`config.mk`:
```
export PLATFORM = sky130hd
export DESIGN_NAME = alu_seq
export DESIGN_NICKNAME = d
export VERILOG_FILES = /design/src/rtl/alu_pkg.sv /design/src/rtl/alu_seq_fifo.sv /design/src/rtl/alu_seq.sv
export SDC_FILE = /design/constraint.sdc
export NUM_CORES = 1
export LEC_CHECK = 0
export ABC_AREA = 1
export CAP_MARGIN = 20
export CORE_MARGIN = 10
export CORE_UTILIZATION = 54
export DETAILED_ROUTE_END_ITERATION = 8
export HOLD_SLACK_MARGIN = 0.06
export PLACE_DENSITY = 0.79
export REMOVE_ABC_BUFFERS = 1
export SLEW_MARGIN = 20
export SYNTH_ARGS = -nofsm -noshare
export SYNTH_HDL_FRONTEND = slang
export SYNTH_SLANG_ARGS = --single-unit
```
`constraint.sdc`:
```
create_clock -name clk -period 2.7 [get_ports clk]
set_input_delay 0.54 -clock clk [delete_from_list [all_inputs] [get_ports clk]]
set_output_delay 0.54 -clock clk [all_outputs]
set_load 0.01 [all_outputs]
```
`src/rtl/alu_pkg.sv`:
```
// Shared definitions for the ALU command sequencer: opcodes, FSM states, command layout.
package alu_pkg;

  localparam int OP_W = 3;

  localparam logic [OP_W-1:0] ADD = 3'd0;
  localparam logic [OP_W-1:0] SUB = 3'd1;
  localparam logic [OP_W-1:0] AND = 3'd2;
  localparam logic [OP_W-1:0] OR  = 3'd3;
  localparam logic [OP_W-1:0] NOT = 3'd4;

  typedef enum logic [1:0] {
    IDLE = 2'd0,
    EXEC = 2'd1,
    RESP = 2'd2
  } state_t;

  // Reference layout of one queued command at the default operand width.
  localparam int CMD_DATA_W = 8;

  typedef struct packed {
    logic [OP_W-1:0]       op;
    logic [CMD_DATA_W-1:0] a;
    logic [CMD_DATA_W-1:0] b;
    logic                  use_acc;
  } cmd_t;

endpackage

```
`src/rtl/alu_seq_fifo.sv`:
```
// Synchronous FIFO with registered storage; read data is the entry at the read pointer.
module alu_seq_fifo #(
  parameter int DEPTH = 4,
  parameter int W     = 8
) (
  input  logic                       clk,
  input  logic                       rst_n,
  input  logic                       push,
  input  logic [W-1:0]               wr_data,
  input  logic                       pop,
  output logic [W-1:0]               rd_data,
  output logic                       full,
  output logic                       empty,
  output logic [$clog2(DEPTH):0]     count
);

  localparam int AW = $clog2(DEPTH);

  logic [W-1:0]  mem [DEPTH];
  logic [AW-1:0] wr_ptr;
  logic [AW-1:0] rd_ptr;
  logic          do_push;
  logic          do_pop;

  assign full    = (count == (AW+1)'(DEPTH));
  assign empty   = (count == '0);
  assign do_push = push && !full;
  assign do_pop  = pop && !empty;
  assign rd_data = mem[rd_ptr];

  always_ff @(posedge clk) begin
    if (do_push) mem[wr_ptr] <= wr_data;
  end

  always_ff @(posedge clk or negedge rst_n) begin
    if (!rst_n) begin
      wr_ptr <= '0;
      rd_ptr <= '0;
      count  <= '0;
    end else begin
      if (do_push) wr_ptr <= wr_ptr + AW'(1);
      if (do_pop)  rd_ptr <= rd_ptr + AW'(1);
      case ({do_push, do_pop})
        2'b10:   count <= count + (AW+1)'(1);
        2'b01:   count <= count - (AW+1)'(1);
        default: count <= count;
      endcase
    end
  end

endmodule

```
`src/rtl/alu_seq.sv`:
```
// ALU command sequencer: queues commands, drives registered ALU operands, returns results.
// Optional accumulator operand enabled by defining ALU_SEQ_ACCUM_EN.
module alu_seq
  import alu_pkg::*;
#(
  parameter int FIFO_DEPTH = 4,
  parameter int DATA_W     = 8
) (
  input  logic              clk,
  input  logic              rst_n,
  input  logic              cmd_valid,
  output logic              cmd_ready,
  input  logic [OP_W-1:0]   cmd_op,
  input  logic [DATA_W-1:0] cmd_a,
  input  logic [DATA_W-1:0] cmd_b,
  input  logic              cmd_use_acc,
  output logic [DATA_W-1:0] alu_a,
  output logic [DATA_W-1:0] alu_b,
  output logic [OP_W-1:0]   alu_op,
  input  logic [DATA_W-1:0] alu_result,
  input  logic              alu_zero,
  output logic              rsp_valid,
  input  logic              rsp_ready,
  output logic [DATA_W-1:0] rsp_result,
  output logic              rsp_zero,
  output logic              rsp_err,
  output logic              busy
);

`ifdef ALU_SEQ_ACCUM_EN
  localparam int ENTRY_W = OP_W + 2*DATA_W + 1;
`else
  localparam int ENTRY_W = OP_W + 2*DATA_W;
`endif

  state_t                      state;
  state_t                      state_n;
  logic                        pop;
  logic                        capture;
  logic                        push;
  logic [ENTRY_W-1:0]          wr_data;
  logic [ENTRY_W-1:0]          rd_data;
  logic                        full;
  logic                        empty;
  logic [$clog2(FIFO_DEPTH):0] fifo_count;
  logic [OP_W-1:0]             ent_op;
  logic [DATA_W-1:0]           ent_a;
  logic [DATA_W-1:0]           ent_b;
  logic [DATA_W-1:0]           load_a;

  assign cmd_ready = rst_n && !full;
  assign push      = cmd_valid && cmd_ready;
  assign rsp_valid = (state == RESP);
  assign busy      = (state != IDLE) || (fifo_count != '0);

  assign ent_op = rd_data[ENTRY_W-1 -: OP_W];
  assign ent_a  = rd_data[ENTRY_W-OP_W-1 -: DATA_W];
  assign ent_b  = rd_data[ENTRY_W-OP_W-DATA_W-1 -: DATA_W];

`ifdef ALU_SEQ_ACCUM_EN
  logic [DATA_W-1:0] acc;
  assign wr_data = {cmd_op, cmd_a, cmd_b, cmd_use_acc};
  assign load_a  = rd_data[0] ? acc : ent_a;

  // Updated on the EXEC capture, so a back-to-back pop already sees the new value.
  always_ff @(posedge clk or negedge rst_n) begin
    if (!rst_n)                      acc <= '0;
    else if (capture && alu_op <= NOT) acc <= alu_result;
  end
`else
  logic unused_use_acc;
  assign unused_use_acc = cmd_use_acc;
  assign wr_data = {cmd_op, cmd_a, cmd_b};
  assign load_a  = ent_a;
`endif

  alu_seq_fifo #(
    .DEPTH (FIFO_DEPTH),
    .W     (ENTRY_W)
  ) u_fifo (
    .clk     (clk),
    .rst_n   (rst_n),
    .push    (push),
    .wr_data (wr_data),
    .pop     (pop),
    .rd_data (rd_data),
    .full    (full),
    .empty   (empty),
    .count   (fifo_count)
  );

  always_ff @(posedge clk or negedge rst_n) begin
    if (!rst_n) state <= IDLE;
    else        state <= state_n;
  end

  always_comb begin
    state_n = state;
    pop     = 1'b0;
    capture = 1'b0;
    case (state)
      IDLE: begin
        if (!empty) begin
          pop     = 1'b1;
          state_n = EXEC;
        end
      end
      EXEC: begin
        capture = 1'b1;
        state_n = RESP;
      end
      RESP: begin
        if (rsp_ready) begin
          if (!empty) begin
            pop     = 1'b1;
            state_n = EXEC;
          end else begin
            state_n = IDLE;
          end
        end
      end
      default: state_n = IDLE;
    endcase
  end

  always_ff @(posedge clk or negedge rst_n) begin
    if (!rst_n) begin
      alu_a      <= '0;
      alu_b      <= '0;
      alu_op     <= '0;
      rsp_result <= '0;
      rsp_zero   <= 1'b0;
      rsp_err    <= 1'b0;
    end else begin
      if (pop) begin
        alu_a  <= load_a;
        alu_b  <= ent_b;
        alu_op <= ent_op;
      end
      // Illegal opcodes still go through the ALU; only the error flag marks them.
      if (capture) begin
        rsp_result <= alu_result;
        rsp_zero   <= alu_zero;
        rsp_err    <= (alu_op > NOT);
      end
    end
  end

endmodule
```
=== Word level (Yosys, flattened, before mapping) ===
Memory sizes are Yosys's and may differ from the RTL's. A register that Yosys moved wholly into a read port is not among the register bits.
Index checks and enable logic that the tools add are counted.

* Register bits: 19
* Bits in writable memories: 76
* Bits of input ports: 33
* Output and inout bits: 32
* Logic and storage cells: 45
* Memories: 1

{| class="wikitable"
|+ Memory list
! memory !! depth !! width !! read ports !! clocked after memory_dff !! wr ports !! RTL line !! RTL
|-
| u_fifo.mem || 4 || 19 || 1 || 1 || 1 || alu_seq_fifo.sv:19 || <nowiki>logic [W-1:0] mem [DEPTH];</nowiki>
|}

* Add/subtract/negate cells: 4
* Order comparisons: 1
* Equality and inequality tests: 7
* Muxes and demuxes: 11
* Reduce and logical (&&, ||, !) cells: 14

{| class="wikitable"
|+ Operators by type and width
! operator !! count
|-
| two-way mux 1 bit || 6
|-
| one-hot mux 2 bit (3 select lines) || 1
|-
| one-hot mux 3 bit (2 select lines) || 1
|-
| adder 2 x 1 -> 2 bit, second input constant || 2
|-
| == test 2 x 1 -> 1 bit, second input constant || 2
|-
| == test 2 bit, second input constant || 2
|-
| logical AND 1 bit || 4
|-
| two-way mux 2 bit || 2
|-
| nonzero test 2 bit || 2
|-
| adder 3 x 1 -> 3 bit, second input constant || 1
|-
| == test 3 bit, second input constant || 1
|-
| greater-than comparator 3 bit, second input constant || 1
|-
| zero test 1 bit || 3
|-
| zero test 3 bit || 1
|-
| nonzero test 3 bit || 1
|-
| subtractor 3 x 1 -> 3 bit, second input constant || 1
|-
| zero test 2 bit || 1
|-
| inequality test 2 x 1 -> 1 bit, second input constant || 1
|-
| inequality test 2 bit, second input constant || 1
|-
| one-hot mux 1 bit (2 select lines) || 1
|-
| AND reduction 2 bit || 1
|-
| logical OR 1 bit || 1
|}

=== Longest topological paths before layout ===
* Depth in word-level cells: 7
* Mapped depth: 12
* Depth with buffers taken out: 11

=== Cells and area by module ===
Synthesis repeated with hierarchy kept, for this count alone.

* Cells, all modules: 430
* Area total of the unflattened synthesis: 4889.7 µm²

{| class="wikitable"
|+ By module, submodules not included
! module !! times used !! cells an instance !! area an instance (µm²) !! sequential area each (µm²)
|-
| alu_seq_fifo || 1 || 283 || 3612.2 || 2457.4
|-
| alu_seq || 1 || 147 || 1277.5 || 775.7
|}

=== Least setup slack after synthesis ===
No wires, ideal clock.

* Kind: input-to-reg
* From: input cmd_valid
* To: memory u_fifo.mem[0][0] (netlist bit), enable pin
* Library setup time: 0.395 ns
* Arrival time: 1.577 ns
* Required time: 2.305 ns
* Slack: 0.729 ns
* Cell stages on the path: 2
* Path buffers: 0
* Cells stage by stage: nand3_1 nor2_1

* Word-level cells in the longest chain between the ends: 4

{| class="wikitable"
|+ Ends and longest elaborated chain
! element !! RTL line !! RTL
|-
| start, declared || alu_seq.sv:11 || <nowiki>input logic cmd_valid,</nowiki>
|-
| logical AND 1 bit || alu_seq.sv:52 || <nowiki>assign push = cmd_valid && cmd_ready;</nowiki>
|-
| logical AND 1 bit || alu_seq_fifo.sv:27 || <nowiki>assign do_push = push && !full;</nowiki>
|-
| two-way mux 1 bit || alu_seq_fifo.sv:32 || <nowiki>if (do_push) mem[wr_ptr] <= wr_data;</nowiki>
|-
| two-way mux 1 bit (implied by the code) || alu_seq_fifo.sv:32 ||
|-
| end, declared || alu_seq_fifo.sv:19 ||
|}

No other way between the ends.

=== Worst setup path in the final report ===
* From: input rst_n
* To: output cmd_ready

* Word-level cells in the longest chain between the ends: 1

{| class="wikitable"
|+ Ends and longest elaborated chain
! element !! RTL line !! RTL
|-
| start, declared || alu_seq.sv:10 || <nowiki>input logic rst_n,</nowiki>
|-
| logical AND 1 bit || alu_seq.sv:51 || <nowiki>assign cmd_ready = rst_n && !full;</nowiki>
|-
| end, declared || alu_seq.sv:12 || <nowiki>output logic cmd_ready,</nowiki>
|}

No other way between the ends.

==> flow_summary.ini <==
[outcome]
status = complete, no violations

[power_and_ir_drop]
p_leak_uw = 0.00292
finalPower_uw = 7190
vdd_drop_max_uv = 895
powerDensity_nw_per_um2 = 1160

[min_path]
hold_path_depth = 2
hold_class = flip-flop to flip-flop
hold_end = rsp_result[5]
worstHoldStart = rsp_result[5]

[worst_setup_path]
cp_max_fo = 11
rr_endpoint = u_fifo.count[2]
cp.arrival_ns = 2.07
rrSetupSlack_ns = 0.87
crit_type = input port to output pin
worst_setup_path_end_kind = output pin
worstPathRequired_ns = 2.16
cp-start-kind = input port
reg2reg_depth = 9
r2r_start = state[0]

[clock_network]
ctsLongestPathBuffers = 2
clock_sinks = 114
clkLatencyLatePin_ns = 0.50
cts_setup_buffers = 0
cts_tree = done
h-tree-depth = 4
numCtsBuffers = 17
clockRootBuffer = clkbuf_8
clk_pin_slew_ns = 0.05

[timing]
drv_slew = 0
slew_headroom_pct = 55.2
hold-worst-slack_ns = 0.470
fmax_mhz = 384
worst_slew_pin_slew_ns = 0.670
setup_viol = 0
setup-tns-final_ns = 0
hold_violations = 0
rsz0062_at_grt = no
min_period_ns = 2.61
fin_skew_ns = 0.00719
finalCritPeriodShare_pct = 96.5

[drt]
drcViolationCount = 0
wl_per_cell_um = 15.0
antenna_left = 0
drtIter0Drc = 205
firstDrtPassIters = 5
totalWireLength_mm = 10.3
vias = 3357
vias_per_cell = 4.89

[cells_and_area]
drive_above_1_share_pct = 8.81
final_nets = 605
final_common_cell = nand2_1
stdcell_area_um2 = 6200
area_growth_pct = 27.6
layout_common_cells = nand2_1, inv_1, edfxtp_1
n_antenna_cell = 0

[logic_synthesis]
syn_inst = 490
synth.avg_cell_area_um2 = 9.92
netlist_area_um2 = 4860
ys_ff_latch = 114
ys_types = 24
synth_warnings = 0
yosysTopAreaCellShare_pct = 47.0
ys_seq_area_share_pct = 66.5
synthTopCellsByArea = edfxtp_1, dfrtp_1, nand2_1
synth_largest_area_cell = edfxtp_1

[global_route]
grt_pass1_wl_mm = 16.7
gr-total-overflow = 0
antenna_found_initial = 0
grt_max_degree = 41
grtUsageTotal_pct = 16.3
grt_pass1_vias = 3467

[floorplanning]
die_height_um = 115
ios = 65
core_area_um2 = 8720
initial_core_util_pct = 55.7
die-area_um2 = 13200
fp-row-count = 34
die_w_um = 115

[place]
dpl_cell_area_um2 = 5590
dp_hpwl_mm = 6.32
gp_congestion = 0.694
io_buffers = 63

[flow_run]
cap_viol_max_count = 0
[sequential cells by signal (all words and copies together) (netlist names)]
name,cells
alu_op,3
alu_b,8
rsp_result,8
rsp_err,1
alu_a,8
state,2
u_fifo.wr_ptr,2
u_fifo.count,3
u_fifo.rd_ptr,2
u_fifo.mem,76
rsp_zero,1
[per-layer routing]
layer | global-route usage, % | vias to the layer above | routed length, µm
met1 | 17.7 | 1573 | 4140
met2 | 28.5 | 105 | 5290
li1 | - | 1668 | -
met4 | 6.02 | 0 | 98
met3 | 5.78 | 11 | 802
met5 | 0 | - | 0
[how the worst max path moves through the flow]
stage / start / endpoint / cells past startpoint
global placement: rsp_ready / u_fifo.count[2] / 9
CTS: rst_n / cmd_ready / 4
floorplan: rsp_ready / u_fifo.count[2] / 8
finish: rst_n / cmd_ready / 4
detailed placement: rsp_ready / u_fifo.count[2] / 9
global route: rst_n / cmd_ready / 4
[stage by stage]
step / setup WS, ns / cells / utilization (%)
5_1_grt: 0.00717 / 687 / 71.1
2_1_floorplan: 0.545 / 473 / -
6_report: 0.0938 / 687 / 71.1
3_5_place_dp: 0.384 / 654 / 64.1
3_3_place_gp: 0.436 / 654 / 64.1
4_1_cts: 0.0784 / 687 / 71.1
[Yosys cell counts, drive strengths merged]
cell type,number
a21oi,1
nand3,43
nor2,8
buf,16
edfxtp,76
dfrtp,38
clkbuf,1
inv,94
ha,5
xnor2,1
nand2,196
xor2,2
fa,1
o21ai,4
nand4,2
and2,1
clkinv,1
[logic make-up after synthesis]
family,Yosys count,share of synthesized area (%)
AO/OA/AOI/OAI,5,0.592
XOR/XNOR,3,0.541
adder cells (fa/ha/maj),6,1.70
buffers and inverters,112,9.71
flip-flops,114,66.5
AND/OR/NAND/NOR,250,20.9
[area by class of cell]
cell class | instances | area (µm²)
multi-input cells | 264 | 1160
flip-flops and latches | 114 | 3230
clock buffers | 21 | 439
inverters | 95 | 357
clock inverters | 11 | 160
well taps | 108 | 135
fillers | 575 | 2520
repair buffers | 74 | 711
[repair_timing]
item | 4_1_cts | 5_1_grt
endpoints found under the setup margin | 0 | 0
hold buffers | 1 | 0
gates resized for setup | 0 | 0
hold endpoints to repair | 6 | 0
[critical path, cell delays in order]
cell and delay (ns):
dlygate4sd3_1 0.58, buf_2 0.26, and2_1 0.15, clkdlybuf4s50_1 0.53
[where the power goes]
part,switching (µW),internal (µW)
sequential,200,2290
clock,718,1510
combinational,1490,974
total,2410,4780
Note: power is estimated with default switching activity, not from simulation.
